<file path="config.mk">
export PLATFORM = sky130hd
export DESIGN_NAME = pipeline_control_flat
export DESIGN_NICKNAME = d
export VERILOG_FILES = /design/src/rtl/cpu_types_pkg.sv /design/src/rtl/pipeline_control_if.sv /design/src/rtl/pipeline_control_hazard_detect.sv /design/src/rtl/pipeline_control.sv /design/src/flat_wrapper.sv
export SDC_FILE = /design/constraint.sdc
export NUM_CORES = 1
export LEC_CHECK = 0
export CAP_MARGIN = 0
export CORE_MARGIN = 2
export CORE_UTILIZATION = 32
export CTS_CLUSTER_SIZE = 30
export DETAILED_ROUTE_END_ITERATION = 7
export PLACE_DENSITY_LB_ADDON = 0.3
export SLEW_MARGIN = 5
export SYNTH_ARGS = -nofsm -noshare
export SYNTH_HDL_FRONTEND = slang
export SYNTH_SLANG_ARGS = --single-unit
</file>
<file path="constraint.sdc">
create_clock -name CLK -period 1.7 [get_ports CLK]
set_input_delay 0.34 -clock CLK [delete_from_list [all_inputs] [get_ports CLK]]
set_output_delay 0.34 -clock CLK [all_outputs]
set_load 0.05 [all_outputs]
</file>
<file path="src/rtl/cpu_types_pkg.sv">
// Shared pipeline-control types: FSM state encoding, drain length and latch-control bundle.
// Optional feature macro used by pipeline_control: PIPELINE_PERF_CNT_EN.
package cpu_types_pkg;

  typedef enum logic [2:0] {
    RUN    = 3'd0,
    DWAIT  = 3'd1,
    DRAIN  = 3'd2,
    HALTED = 3'd3
  } pipe_state_t;

  localparam logic [1:0] DRAIN_CYCLES = 2'd2;

  typedef struct packed {
    logic pc_en;
    logic ifid_en;
    logic ifid_flush;
    logic idex_en;
    logic idex_flush;
    logic exmem_en;
    logic exmem_flush;
    logic memwb_en;
    logic memwb_flush;
  } latch_ctrl_t;

  // Canonical control patterns; flushed latches always have their enable low.
  localparam latch_ctrl_t CTRL_HOLD = '{
    pc_en: 1'b0, ifid_en: 1'b0, ifid_flush: 1'b0, idex_en: 1'b0, idex_flush: 1'b0,
    exmem_en: 1'b0, exmem_flush: 1'b0, memwb_en: 1'b0, memwb_flush: 1'b0};

  localparam latch_ctrl_t CTRL_NORMAL = '{
    pc_en: 1'b1, ifid_en: 1'b1, ifid_flush: 1'b0, idex_en: 1'b1, idex_flush: 1'b0,
    exmem_en: 1'b1, exmem_flush: 1'b0, memwb_en: 1'b1, memwb_flush: 1'b0};

  localparam latch_ctrl_t CTRL_DRAIN = '{
    pc_en: 1'b0, ifid_en: 1'b0, ifid_flush: 1'b1, idex_en: 1'b0, idex_flush: 1'b1,
    exmem_en: 1'b0, exmem_flush: 1'b1, memwb_en: 1'b1, memwb_flush: 1'b0};

  localparam latch_ctrl_t CTRL_MISPRED = '{
    pc_en: 1'b1, ifid_en: 1'b0, ifid_flush: 1'b1, idex_en: 1'b0, idex_flush: 1'b1,
    exmem_en: 1'b0, exmem_flush: 1'b1, memwb_en: 1'b1, memwb_flush: 1'b0};

  localparam latch_ctrl_t CTRL_JUMP = '{
    pc_en: 1'b1, ifid_en: 1'b0, ifid_flush: 1'b1, idex_en: 1'b0, idex_flush: 1'b1,
    exmem_en: 1'b1, exmem_flush: 1'b0, memwb_en: 1'b1, memwb_flush: 1'b0};

  localparam latch_ctrl_t CTRL_BUBBLE = '{
    pc_en: 1'b0, ifid_en: 1'b0, ifid_flush: 1'b0, idex_en: 1'b0, idex_flush: 1'b1,
    exmem_en: 1'b1, exmem_flush: 1'b0, memwb_en: 1'b1, memwb_flush: 1'b0};

  localparam latch_ctrl_t CTRL_FETCH = '{
    pc_en: 1'b0, ifid_en: 1'b0, ifid_flush: 1'b1, idex_en: 1'b1, idex_flush: 1'b0,
    exmem_en: 1'b1, exmem_flush: 1'b0, memwb_en: 1'b1, memwb_flush: 1'b0};

endpackage

</file>
<file path="src/rtl/pipeline_control_if.sv">
// Status inputs and latch-control outputs of the pipeline controller.
// master = controller side, slave = datapath side.
interface pipeline_control_if;

  logic       ihit;
  logic       dhit;
  logic       mem_dren;
  logic       mem_dwen;
  logic       ex_memread;
  logic [4:0] ex_rt;
  logic [4:0] id_rs;
  logic [4:0] id_rt;
  logic       ex_jump;
  logic       mem_mispredict;
  logic       mem_halt;

  logic       pc_en;
  logic       ifid_en;
  logic       ifid_flush;
  logic       idex_en;
  logic       idex_flush;
  logic       exmem_en;
  logic       exmem_flush;
  logic       memwb_en;
  logic       memwb_flush;
  logic       halted;
  logic [2:0] state;

  modport master (
    input  ihit, dhit, mem_dren, mem_dwen, ex_memread, ex_rt, id_rs, id_rt,
           ex_jump, mem_mispredict, mem_halt,
    output pc_en, ifid_en, ifid_flush, idex_en, idex_flush, exmem_en, exmem_flush,
           memwb_en, memwb_flush, halted, state
  );

  modport slave (
    output ihit, dhit, mem_dren, mem_dwen, ex_memread, ex_rt, id_rs, id_rt,
           ex_jump, mem_mispredict, mem_halt,
    input  pc_en, ifid_en, ifid_flush, idex_en, idex_flush, exmem_en, exmem_flush,
           memwb_en, memwb_flush, halted, state
  );

endinterface

</file>
<file path="src/rtl/pipeline_control_hazard_detect.sv">
// Load-use hazard detect: EX-stage load whose destination feeds an ID-stage source.
// Purely combinational; $zero as destination never creates a hazard.
module hazard_detect (
  input  logic       ex_memread,
  input  logic [4:0] ex_rt,
  input  logic [4:0] id_rs,
  input  logic [4:0] id_rt,
  output logic       load_use
);

  assign load_use = ex_memread && (ex_rt != 5'd0) && ((ex_rt == id_rs) || (ex_rt == id_rt));

endmodule

</file>
<file path="src/rtl/pipeline_control.sv">
// Pipeline latch controller: stall/flush arbitration, data-wait, halt drain. Latch controls are
// combinational from state+inputs; state/halted registered. Macro PIPELINE_PERF_CNT_EN adds perf counters.
module pipeline_control
  import cpu_types_pkg::*;
(
  input  logic               CLK,
  input  logic               nRST,
  pipeline_control_if.master bus
`ifdef PIPELINE_PERF_CNT_EN
  ,
  output logic [31:0]        cycle_cnt,
  output logic [31:0]        stall_cnt
`endif
);

  pipe_state_t state, state_nxt;
  logic [1:0]  drain_cnt, drain_cnt_nxt;
  logic        halted_q;
  logic        load_use;
  logic        data_wait;
  latch_ctrl_t run_ctrl;
  latch_ctrl_t ctrl;

  hazard_detect u_hazard_detect (
    .ex_memread (bus.ex_memread),
    .ex_rt      (bus.ex_rt),
    .id_rs      (bus.id_rs),
    .id_rt      (bus.id_rt),
    .load_use   (load_use)
  );

  assign data_wait = (bus.mem_dren || bus.mem_dwen) && !bus.dhit;

  // Event arbitration for a cycle with no outstanding data access.
  always_comb begin
    run_ctrl = CTRL_NORMAL;
    if (bus.mem_halt)           run_ctrl = CTRL_DRAIN;
    else if (bus.mem_mispredict) run_ctrl = CTRL_MISPRED;
    else if (bus.ex_jump)        run_ctrl = CTRL_JUMP;
    else if (load_use)           run_ctrl = CTRL_BUBBLE;
    else if (!bus.ihit)          run_ctrl = CTRL_FETCH;
  end

  always_comb begin
    ctrl          = CTRL_HOLD;
    state_nxt     = state;
    drain_cnt_nxt = drain_cnt;
    case (state)
      RUN: begin
        if (data_wait) begin
          state_nxt = DWAIT;
        end else begin
          ctrl = run_ctrl;
          if (bus.mem_halt) begin
            state_nxt     = DRAIN;
            drain_cnt_nxt = DRAIN_CYCLES;
          end
        end
      end
      DWAIT: begin
        if (bus.dhit) begin
          ctrl      = run_ctrl;
          state_nxt = RUN;
          if (bus.mem_halt) begin
            state_nxt     = DRAIN;
            drain_cnt_nxt = DRAIN_CYCLES;
          end
        end
      end
      DRAIN: begin
        // A data wait freezes the drain; otherwise count down and halt on the last cycle.
        if (!data_wait) begin
          ctrl          = CTRL_DRAIN;
          drain_cnt_nxt = drain_cnt - 2'd1;
          if (drain_cnt <= 2'd1) state_nxt = HALTED;
        end
      end
      HALTED: begin
        state_nxt = HALTED;
      end
      default: begin
        state_nxt = RUN;
      end
    endcase
    if (!nRST) ctrl = CTRL_HOLD;
  end

  always_ff @(posedge CLK or negedge nRST) begin
    if (!nRST) begin
      state     <= RUN;
      drain_cnt <= 2'd0;
      halted_q  <= 1'b0;
    end else begin
      state     <= state_nxt;
      drain_cnt <= drain_cnt_nxt;
      halted_q  <= (state_nxt == HALTED);
    end
  end

`ifdef PIPELINE_PERF_CNT_EN
  always_ff @(posedge CLK or negedge nRST) begin
    if (!nRST) begin
      cycle_cnt <= 32'd0;
      stall_cnt <= 32'd0;
    end else if (state != HALTED) begin
      cycle_cnt <= cycle_cnt + 32'd1;
      if (!ctrl.pc_en) stall_cnt <= stall_cnt + 32'd1;
    end
  end
`endif

  assign bus.pc_en       = ctrl.pc_en;
  assign bus.ifid_en     = ctrl.ifid_en;
  assign bus.ifid_flush  = ctrl.ifid_flush;
  assign bus.idex_en     = ctrl.idex_en;
  assign bus.idex_flush  = ctrl.idex_flush;
  assign bus.exmem_en    = ctrl.exmem_en;
  assign bus.exmem_flush = ctrl.exmem_flush;
  assign bus.memwb_en    = ctrl.memwb_en;
  assign bus.memwb_flush = ctrl.memwb_flush;
  assign bus.halted      = halted_q;
  assign bus.state       = state;

endmodule

</file>
<file path="src/flat_wrapper.sv">
// flat-port wrapper written by rule: the top's interface ports become plain ports
module pipeline_control_flat import cpu_types_pkg::*;
  (CLK, nRST, bus_ihit, bus_dhit, bus_mem_dren, bus_mem_dwen, bus_ex_memread, bus_ex_rt, bus_id_rs, bus_id_rt, bus_ex_jump, bus_mem_mispredict, bus_mem_halt, bus_pc_en, bus_ifid_en, bus_ifid_flush, bus_idex_en, bus_idex_flush, bus_exmem_en, bus_exmem_flush, bus_memwb_en, bus_memwb_flush, bus_halted, bus_state);
  pipeline_control_if bus_i ();
  input  logic CLK;
  input  logic nRST;
  input wire logic [$bits(bus_i.ihit)-1:0] bus_ihit;
  input wire logic [$bits(bus_i.dhit)-1:0] bus_dhit;
  input wire logic [$bits(bus_i.mem_dren)-1:0] bus_mem_dren;
  input wire logic [$bits(bus_i.mem_dwen)-1:0] bus_mem_dwen;
  input wire logic [$bits(bus_i.ex_memread)-1:0] bus_ex_memread;
  input wire logic [$bits(bus_i.ex_rt)-1:0] bus_ex_rt;
  input wire logic [$bits(bus_i.id_rs)-1:0] bus_id_rs;
  input wire logic [$bits(bus_i.id_rt)-1:0] bus_id_rt;
  input wire logic [$bits(bus_i.ex_jump)-1:0] bus_ex_jump;
  input wire logic [$bits(bus_i.mem_mispredict)-1:0] bus_mem_mispredict;
  input wire logic [$bits(bus_i.mem_halt)-1:0] bus_mem_halt;
  output wire logic [$bits(bus_i.pc_en)-1:0] bus_pc_en;
  output wire logic [$bits(bus_i.ifid_en)-1:0] bus_ifid_en;
  output wire logic [$bits(bus_i.ifid_flush)-1:0] bus_ifid_flush;
  output wire logic [$bits(bus_i.idex_en)-1:0] bus_idex_en;
  output wire logic [$bits(bus_i.idex_flush)-1:0] bus_idex_flush;
  output wire logic [$bits(bus_i.exmem_en)-1:0] bus_exmem_en;
  output wire logic [$bits(bus_i.exmem_flush)-1:0] bus_exmem_flush;
  output wire logic [$bits(bus_i.memwb_en)-1:0] bus_memwb_en;
  output wire logic [$bits(bus_i.memwb_flush)-1:0] bus_memwb_flush;
  output wire logic [$bits(bus_i.halted)-1:0] bus_halted;
  output wire logic [$bits(bus_i.state)-1:0] bus_state;
  assign bus_i.ihit = bus_ihit;
  assign bus_i.dhit = bus_dhit;
  assign bus_i.mem_dren = bus_mem_dren;
  assign bus_i.mem_dwen = bus_mem_dwen;
  assign bus_i.ex_memread = bus_ex_memread;
  assign bus_i.ex_rt = bus_ex_rt;
  assign bus_i.id_rs = bus_id_rs;
  assign bus_i.id_rt = bus_id_rt;
  assign bus_i.ex_jump = bus_ex_jump;
  assign bus_i.mem_mispredict = bus_mem_mispredict;
  assign bus_i.mem_halt = bus_mem_halt;
  assign bus_pc_en = bus_i.pc_en;
  assign bus_ifid_en = bus_i.ifid_en;
  assign bus_ifid_flush = bus_i.ifid_flush;
  assign bus_idex_en = bus_i.idex_en;
  assign bus_idex_flush = bus_i.idex_flush;
  assign bus_exmem_en = bus_i.exmem_en;
  assign bus_exmem_flush = bus_i.exmem_flush;
  assign bus_memwb_en = bus_i.memwb_en;
  assign bus_memwb_flush = bus_i.memwb_flush;
  assign bus_halted = bus_i.halted;
  assign bus_state = bus_i.state;
  pipeline_control u_core (.CLK(CLK), .nRST(nRST), .bus(bus_i));
endmodule
</file>
==> flow_metrics.env <==
export IMPL_netlist_cell_type_count=33
export IMPL_core_area_um2=1750
export IMPL_grt_pass1_wl_um=4570
export IMPL_vias_per_cell=5.24
export IMPL_antenna_found_initial=0
export IMPL_grt_use_total_pct=30.4
export IMPL_htreeDepth=1
export IMPL_post_route_drc_count=0
export IMPL_wirelength_um=3400
export IMPL_synth_area_per_cell_um2=8.23
export IMPL_synth_main_ff_cell="dfrtp_1"
export IMPL_drt_iter0_markers=15
export IMPL_place_hpwl_um=1870
export IMPL_violations="negative setup slack"
export IMPL_synth_compound_area_share_pct=31.0
export IMPL_p_total_mw=0.744
export IMPL_finalNonFillerCells=176
export IMPL_muxShareOfSynthArea_pct=0
export IMPL_die_area_um2=2240
export IMPL_end_kind="output pin"
export IMPL_crit_chain="buf_6, or4_4, o21a_4, a2111oi_4, buf_12"
export IMPL_cp_arrival_ns=1.78
export IMPL_fin_nets=178
export IMPL_hold_path_class="in -> async"
export IMPL_use_met2_pct=57.8
export IMPL_diodes=0
export IMPL_avgRoutedWirePerCell_um=19.3
export IMPL_fmax_ghz=0.471
export IMPL_critPathMaxFanout=3
export IMPL_ys_seq_area_share_pct=25.0
export IMPL_yosys_area_top_type_share_pct=25.0
export IMPL_synth_cell_area_um2=601
export IMPL_peakVddDrop_mv=0.476
export IMPL_rows=15
export IMPL_fin_area_um2=1610
export IMPL_cts_tree="yes"
export IMPL_place_area_um2=1400
export IMPL_seq_area_um2=154
export IMPL_synth_xor_area_share_pct=14.6
export IMPL_clkTransAtPathRegs_ns=0.05
export IMPL_layout_common_cells="30 x buf_4, 15 x dlygate4sd2_1, 11 x buf_6, 11 x buf_12, 9 x xnor2_1"
export IMPL_cpPeakStageDelay_ns=0.54
export IMPL_crit_family="compound AO/OA/AOI/OAI gates"
export IMPL_area_delta_synth_final_pct=167
export IMPL_ys_ff_latch=6
export IMPL_synth_fa_ha_area_share_pct=2.08
export IMPL_synth_edf_count=0
export IMPL_io_pins=38
export IMPL_r2r_worst_path_cells=5
export IMPL_async_reset_ff_share_pct=100
export IMPL_drive_gt1_share_pct=59.6
export IMPL_cts_path_max_buffers=2
export IMPL_synthSimpleGateAreaFrac_pct=22.9
export IMPL_fin_skew_ns=0.00437
export IMPL_finalWorstSetupSlack_ns=-0.421
export IMPL_die_w_um=47.3
export IMPL_root_buffer="clkbuf_4"
export IMPL_routabilityCongestion=0.820
export IMPL_start_kind="input port"
export IMPL_slew_viol_final=0
export IMPL_pre_cts_ws_ns=-0.778
export IMPL_finalHoldViolCount=0
export IMPL_setup_viol=8
export IMPL_synth_warnings=0
export IMPL_vias=923
export IMPL_layout_commonest_cell="buf_4"
export IMPL_rsz0062_at_grt="true"
export IMPL_yosys_area_top_type="dfrtp_1"
export IMPL_met3_usage_pct=3.46
export IMPL_synth_top_family_by_area="compound AO/OA/AOI/OAI gates"
export IMPL_worstSkewPairLatency_ns=0.25
export IMPL_powerDensity_nw_per_um2=463
export IMPL_fillerInstances=72
export IMPL_firstDrtPassIters=4
export IMPL_leakage_nw=0.700
export IMPL_final_period_utilization_pct=125
export IMPL_synthTopCellsByArea="dfrtp_1 25%, xnor2_1 15%, nor2_1 6.9%"
export IMPL_cts_buffers=3
export IMPL_clock_sinks=6
export IMPL_min_period_ns=2.12
export IMPL_path_buf_inv=2
export IMPL_outcome="complete, but fails checks"
export IMPL_cap_violations=0
export IMPL_crit_type="in -> out"
export IMPL_worstPathRequired_ns=1.36
export IMPL_multi_input_area_um2=621
export IMPL_io_buffers=36
export IMPL_dp_cells=163
export IMPL_path_depth=5
export IMPL_worst_path_max_delay_cell="or4_4"
export IMPL_hold_buffers=0
export IMPL_grtUsageMet1_pct=32.9
export IMPL_grt_busiest_layer="met2"
export IMPL_final_antenna_net_count=0
export IMPL_die_h_um=47.3
export IMPL_first_global_vias=942
export IMPL_syn_inst=73
export IMPL_grt_start_max_net_pins=8
export IMPL_initial_core_util_pct=34.4
export IMPL_gr_total_overflow=0
==> metal layers <==
metal | vias up | part of all wire, % | routed length (um)
li1 | 425 | - | -
met1 | 441 | 39 | 1310
met2 | 42 | 54 | 1850
met3 | 15 | 4.3 | 146
met4 | 0 | 2.7 | 91
met5 | - | 0 | 0
==> synth_stat cells (all sizes together), types with 2 or more instances <==
master   n
nor2b    2
a211oi   3
o21a     3
nand2    3
nand3    2
a21oi    4
nor2    11
dfrtp    6
xnor2   10
o21ai    2
inv      4
nor3     5
==> per-stage QoR <==
stage | setup TNS (ns) | util [%] | hold WS, ns
6_report | -2.74 | 92.0 | 0.164
5_1_grt | -3.18 | 92.0 | 0.177
4_1_cts | -2.46 | 86.1 | 0.155
3_5_place_dp | -5.11 | 80.1 | 0.475
3_3_place_gp | -4.95 | 80.1 | 0.461
2_1_floorplan | -2.43 | - | 0.0444
==> layout make-up <==
| type | count | share of cell area [%] |
|---|---|---|
| multi-input combinational | 63 | 38.7 |
| clock buffer | 4 | 1.64 |
| inverter | 4 | 0.935 |
| timing repair buffer | 74 | 47.2 |
| sequential | 6 | 9.59 |
| tap | 25 | 1.95 |
==> flip-flops by register name (all words and copies together) (netlist names) <==
signal	flops
u_core.bus.halted	1
u_core.drain_cnt	2
u_core.bus.state	3
==> cell families (layout without fill, tap and decap cells) <==
group                    Yosys count  count (layout)
AO/OA/AOI/OAI                     22              22
buffers and inverters              5              82
AND/OR/NAND/NOR                   28              28
flip-flops                         6               6
other                              1               2
XOR/XNOR                          10              10
adder cells (fa/ha/maj)            1               1
==> where the power goes <==
part / internal, mW / leakage [nW] / switching [mW]
clock: 0.0890 / 0.0150 / 0.0534
sequential: 0.165 / 0.0703 / 0.0263
combinational: 0.206 / 0.615 / 0.204
total: 0.461 / 0.700 / 0.283
==> what timing repair did <==
action | 4_1_cts | 5_1_grt
setup buffers | 2 | 8
pin swaps | 15 | 12
endpoints found under the setup margin | 8 | 8
resized for setup | 53 | 18
==> worst paths after layout <==
kind                                     start             endpoint  slack, ns
min                                       nRST  u_core.bus.state[2]       0.16
max reg2reg                u_core.bus.state[0]  u_core.drain_cnt[1]       0.16
max in group asynchronous                 nRST  u_core.bus.state[0]       1.41
min in group CLK           u_core.drain_cnt[0]  u_core.drain_cnt[0]       0.50
max                               bus_ex_rt[4]          bus_idex_en      -0.42
min reg2reg                u_core.drain_cnt[0]  u_core.drain_cnt[0]       0.50
(Power assumes the default switching activity.)
